[src/rtl/io_pkg.sv]
// Shared definitions for the CPU I/O responder: default byte width, IN-path state type, counter width.
// Latency: n/a (types and constants only).
// Backpressure: n/a.
package io_pkg;

  localparam int DATA_W_DEF = 8;
  localparam int TXCOUNT_W  = 16;

  // Holding-register state: IDLE accepts a byte from the source, FULL presents it to the CPU.
  typedef enum logic {
    IDLE = 1'b0,
    FULL = 1'b1
  } in_state_t;

endpackage

[src/rtl/io_sync_fifo.sv]
// Synchronous FIFO of DEPTH x DATA_W entries with a combinational head read (0 while empty).
// Latency: a pushed byte appears at rd_data with rd_vld one cycle after the push edge.
// Backpressure: push_req is refused while full unless a pop is accepted in the same cycle.
module io_sync_fifo #(
  parameter int DATA_W = 8,
  parameter int DEPTH  = 4
) (
  input  logic              clk,
  input  logic              reset_n,
  input  logic              push_req,
  input  logic [DATA_W-1:0] wr_data,
  input  logic              pop_req,
  output logic              rd_vld,
  output logic [DATA_W-1:0] rd_data,
  output logic              full
);

  localparam int          AW       = $clog2(DEPTH);
  localparam logic [AW:0] FULL_CNT = (AW+1)'(DEPTH);

  logic [DATA_W-1:0] mem [DEPTH];
  logic [AW-1:0]     wr_ptr;
  logic [AW-1:0]     rd_ptr;
  logic [AW:0]       count;
  logic              push;
  logic              pop;

  // A pop frees a slot in the same cycle, so a full FIFO still takes a push alongside a pop.
  assign full    = (count == FULL_CNT);
  assign rd_vld  = (count != '0);
  assign pop     = rd_vld & pop_req;
  assign push    = push_req & (~full | pop);
  assign rd_data = rd_vld ? mem[rd_ptr] : '0;

  // Storage: write the tail entry on every accepted push.
  always_ff @(posedge clk or negedge reset_n) begin
    if (!reset_n) begin
      for (int i = 0; i < DEPTH; i++) mem[i] <= '0;
    end else if (push) begin
      mem[wr_ptr] <= wr_data;
    end
  end

  // Pointers wrap modulo DEPTH; count only moves when exactly one of push/pop happens.
  always_ff @(posedge clk or negedge reset_n) begin
    if (!reset_n) begin
      wr_ptr <= '0;
      rd_ptr <= '0;
      count  <= '0;
    end else begin
      if (push) wr_ptr <= wr_ptr + AW'(1);
      if (pop)  rd_ptr <= rd_ptr + AW'(1);
      case ({push, pop})
        2'b10:   count <= count + (AW+1)'(1);
        2'b01:   count <= count - (AW+1)'(1);
        default: count <= count;
      endcase
    end
  end

endmodule

[src/rtl/cpu_io_responder.sv]
// CPU I/O responder: OUT strobes fill a FIFO drained by valid/ready; IN bytes go through a holding register.
// Latency: outen to tx_valid 1 cycle; rx_valid to in_valid 1 cycle; refill needs one IDLE cycle after in_ack.
// Backpressure: outen while full with no pop is dropped (sticky out_ovf); rx_ready low while holding. Macro IO_TXCOUNT_EN adds tx_count.
module cpu_io_responder
  import io_pkg::*;
#(
  parameter int DATA_W = DATA_W_DEF,
  parameter int DEPTH  = 4
) (
  input  logic                 clk,
  input  logic                 reset_n,
`ifdef IO_TXCOUNT_EN
  output logic [TXCOUNT_W-1:0] tx_count,
`endif
  input  logic                 outen,
  input  logic [DATA_W-1:0]    a_data,
  output logic                 tx_valid,
  output logic [DATA_W-1:0]    tx_data,
  input  logic                 tx_ready,
  output logic                 out_full,
  output logic                 out_ovf,
  input  logic                 rx_valid,
  input  logic [DATA_W-1:0]    rx_data,
  output logic                 rx_ready,
  output logic                 in_valid,
  output logic [DATA_W-1:0]    in_data,
  input  logic                 in_ack
);

  in_state_t state;
  in_state_t state_nxt;
  logic      capture;
  logic      tx_pop;

  assign tx_pop = tx_valid & tx_ready;

  io_sync_fifo #(
    .DATA_W (DATA_W),
    .DEPTH  (DEPTH)
  ) u_out_fifo (
    .clk      (clk),
    .reset_n  (reset_n),
    .push_req (outen),
    .wr_data  (a_data),
    .pop_req  (tx_ready),
    .rd_vld   (tx_valid),
    .rd_data  (tx_data),
    .full     (out_full)
  );

  // Sticky overflow: an OUT strobe arrived while full and no pop made room for it.
  always_ff @(posedge clk or negedge reset_n) begin
    if (!reset_n) begin
      out_ovf <= 1'b0;
    end else if (outen && out_full && !tx_pop) begin
      out_ovf <= 1'b1;
    end
  end

  // IN FSM state register.
  always_ff @(posedge clk or negedge reset_n) begin
    if (!reset_n) begin
      state <= IDLE;
    end else begin
      state <= state_nxt;
    end
  end

  // IN FSM next state and handshake outputs; rx_valid is ignored while holding, in_ack while empty.
  always_comb begin
    state_nxt = state;
    rx_ready  = 1'b0;
    in_valid  = 1'b0;
    capture   = 1'b0;
    case (state)
      IDLE: begin
        rx_ready = 1'b1;
        if (rx_valid) begin
          capture   = 1'b1;
          state_nxt = FULL;
        end
      end
      FULL: begin
        in_valid = 1'b1;
        if (in_ack) state_nxt = IDLE;
      end
      default: state_nxt = IDLE;
    endcase
  end

  // Holding register: loads only on capture, so it keeps its value through FULL and after release.
  always_ff @(posedge clk or negedge reset_n) begin
    if (!reset_n) begin
      in_data <= '0;
    end else if (capture) begin
      in_data <= rx_data;
    end
  end

`ifdef IO_TXCOUNT_EN
  // Accepted-pop counter, wrapping naturally at its width.
  always_ff @(posedge clk or negedge reset_n) begin
    if (!reset_n) begin
      tx_count <= '0;
    end else if (tx_pop) begin
      tx_count <= tx_count + TXCOUNT_W'(1);
    end
  end
`endif

endmodule
[config.mk]
export PLATFORM = sky130hd
export DESIGN_NAME = cpu_io_responder
export DESIGN_NICKNAME = d
export VERILOG_FILES = /design/src/rtl/io_pkg.sv /design/src/rtl/io_sync_fifo.sv /design/src/rtl/cpu_io_responder.sv
export SDC_FILE = /design/constraint.sdc
export NUM_CORES = 1
export LEC_CHECK = 0
export CAP_MARGIN = 20
export CORE_AREA = 2 2 84 70
export CTS_CLUSTER_SIZE = 14
export DETAILED_ROUTE_END_ITERATION = 8
export DIE_AREA = 0 0 86 72
export PLACE_DENSITY_LB_ADDON = 0.05
export SETUP_SLACK_MARGIN = 0.1
export SYNTH_ARGS = -nofsm -noshare
export SYNTH_HDL_FRONTEND = slang
export SYNTH_SLANG_ARGS = --single-unit
[constraint.sdc]
create_clock -name clk -period 3.2 [get_ports clk]
set_clock_uncertainty 0.1 [all_clocks]
set_input_delay 0.64 -clock clk [delete_from_list [all_inputs] [get_ports clk]]
set_output_delay 0.64 -clock clk [all_outputs]
set_load 0.1 [all_outputs]
==> summary.txt <==
Outcome
  • Status: complete, no violations

Floorplan
  • Die Area: 6190 um2
  • Die W: around 86 um
  • Core Footprint: between 5000 and 6000 um2
  • Initial Utilization: 43.5%
  • Io pins: 43
  • Die height: 72 um
  • Std cell rows: 24

Layout
  • Final net count: 236
  • Ratio of cells with drive above 1 in the final layout: 41.4%
  • Final Util: a little over half
  • # fillers: 461
  • Fin area: 2850 um2
  • P&R area growth vs syn: 23.3%
  • ANT cells: 0

Clock network
  • Clock Latency Late Sink: 290 ps
  • # H-tree levels: 2
  • Clock root buffer: clkbuf_8
  • Hold Buf Count CTS: 0
  • Clk buf depth: 2
  • Clk slew on worst S/H paths: 80 ps
  • Total CTS buffers: 5
  • # resized after CTS: 0
  • # Post-CTS Setup Buffers: 0
  • TritonCTS clock tree: yes
  • Clk sinks: 49

Yosys
  • Commonest cells post-synth: dfrtp_1 (49), mux2_2 (41), and2_1 (9), mux4_2 (8), nand2_1 (6)
  • Syn. warnings: 0
  • Cells after Synth: ~160
  • Top post-synthesis cells by area: dfrtp_1 (53%), mux2_2 (20%), mux4_2 (7.8%)
  • Top_reg_cell synth: dfrtp_1
  • Synth Register Bits: 49
  • EDFF count, synth: 0
  • Ys async rst share: 100%
  • Cell taking the most area after synthesis: dfrtp_1
  • Synth Cell Area: 2310 um2
  • Netlist cell types: 32
  • Most common cell in the netlist: dfrtp_1
  • Share of the synthesized area in the top cell type: 53.1%
  • Post-Syn Nets: 190
  • Seq/Total Area, Yosys: a little over half
  • Synth Area per Inst: approximately 14 um2

Setup path
  • Reg-to-Reg Start: u_out_fifo.count[0]
  • Depth of the most critical reg-to-reg path: 7
  • Setup Crit Path Kind: register to output pin
  • Arrival time worst endpoint: between 1500 and 2000 ps
  • RR Endpoint: u_out_fifo.count[2]
  • CP startpoint kind: register
  • Setup slack, reg-to-reg: 590 ps
  • CP endpoint kind: output pin
  • Crit path max fanout: 6
  • Req. time, crit path: 2460 ps

Global routing
  • M1 GR Usage: approximately a fifth
  • First-pass GRT wire length: a little under 8 mm
  • GR Layer Usage met3: 3.75%
  • Global Route Usage Sum: 16.6%
  • Pin count of the biggest net entering global routing: 50
  • Global route overflow: 0
  • Met2 GRT Util: 29.6%
  • Initial antenna violation count: 0
  • GR peak layer: met2
  • Vias in the first global route: about 1600

Routing
  • Initial DRC count: 36
  • Drt via density: 5.28
  • DRC Markers: 0
  • WL/cell: 16.8 um
  • Detailed Routing Iterations Pass 1: 4
  • Drt total wl: around 4.6 mm
  • DR vias: 1451
  • Antenna viol nets, final: 0

Placed design
  • Routability-driven placement congestion ratio: 0.796
  • Cell Area, Placed: 2750 um2
  • Buffers on Ports: 42
  • DP HPWL: 3.26 mm

Timing
  • Highest Clock Rate: 367 MHz
  • Final hold vios: 0
  • Worst slew pin tran: just over 700 ps
  • Setup tns final: 0 ps
  • RSZ-0062 raised after global routing: no
  • Minimum clock period: about 2700 ps
  • Final setup viols: 0
  • Final period util: 85.3%
  • Final Max Slew Viols: 0
  • Worst slew margin: a little over half

Run
  • Max-cap violations: 0

Hold path
  • Hold WC Path Type: primary input to asynchronous set/reset pin
[per-layer routing]
metal	wire, um	share of wire (%)
met2	2360	51
met4	56	1.2
met5	0	0
met3	187	4.0
met1	2020	44
[stage by stage]
| stage | hold slack [ps] | instances | setup WS [ps] |
|---|---|---|---|
| floorplan | 244 | 163 | 403 |
| global placement | 341 | 266 | 579 |
| detailed placement | 345 | 266 | 474 |
| CTS | 364 | 274 | 416 |
| global route | 128 | 275 | 337 |
| finish | 118 | 275 | 472 |
[cells in the final DEF, fill, tap and decap left out, types with 2 or more instances in the layout]
master           count
inv_1                5
xnor2_1              3
xor2_1               2
ha_1                 4
buf_4               24
clkbuf_1             3
nor2_2               4
mux4_2               8
nand3_1              2
nor2_1               2
clkdlybuf4s50_1     20
dfrtp_1             49
nand2_1              6
nor2b_1              3
mux2_2              41
clkbuf_8             5
o22ai_1              2
and2_1               9
[worst max-delay path by stage]
stage                         start             endpoint  slack, ps
3_5_place_dp               tx_ready  u_out_fifo.count[2]        470
3_3_place_gp               tx_ready  u_out_fifo.count[2]        580
6_report       u_out_fifo.rd_ptr[0]           tx_data[0]        470
5_1_grt        u_out_fifo.rd_ptr[0]           tx_data[0]        340
4_1_cts        u_out_fifo.rd_ptr[0]           tx_data[0]        420
2_1_floorplan   u_out_fifo.count[0]           tx_data[0]        400
[worst max-delay path, stage by stage (launching register included)]
cell,delay (ps)
dfrtp_1,560
buf_4,240
mux4_2,490
and2_1,170
buf_4,230
[cell families (layout without fill, tap and decap cells)]
group	after synthesis	after routing	share of synthesized area (%)
mux	49	49	27.8
buf+inv	12	59	2.06
xor+xnor	5	5	1.90
flops	49	49	53.1
compound gates	11	11	3.52
simple gates	32	32	8.66
fa+ha+maj	5	5	3.03
[state kept, by name, indices dropped and copies added (netlist names)]
register and cells:
u_out_fifo.wr_ptr 2, u_out_fifo.count 3, u_out_fifo.rd_ptr 2, out_ovf 1, in_data 8, state 1, u_out_fifo.mem 32
[final cells by class]
class                           instances  area [um2]  share of cell area (%)
Tap cell                               65        81.3                    2.85
Inverter                                5        18.8                   0.659
Sequential cell                        49        1230                    43.0
Timing Repair Buffer                   46         405                    14.2
Clock buffer                            8        80.1                    2.81
Multi-Input combinational cell        102        1040                    36.4
Power is not shown: default switching activity piles up to over one toggle a cycle in this logic, so the estimate is an artifact.
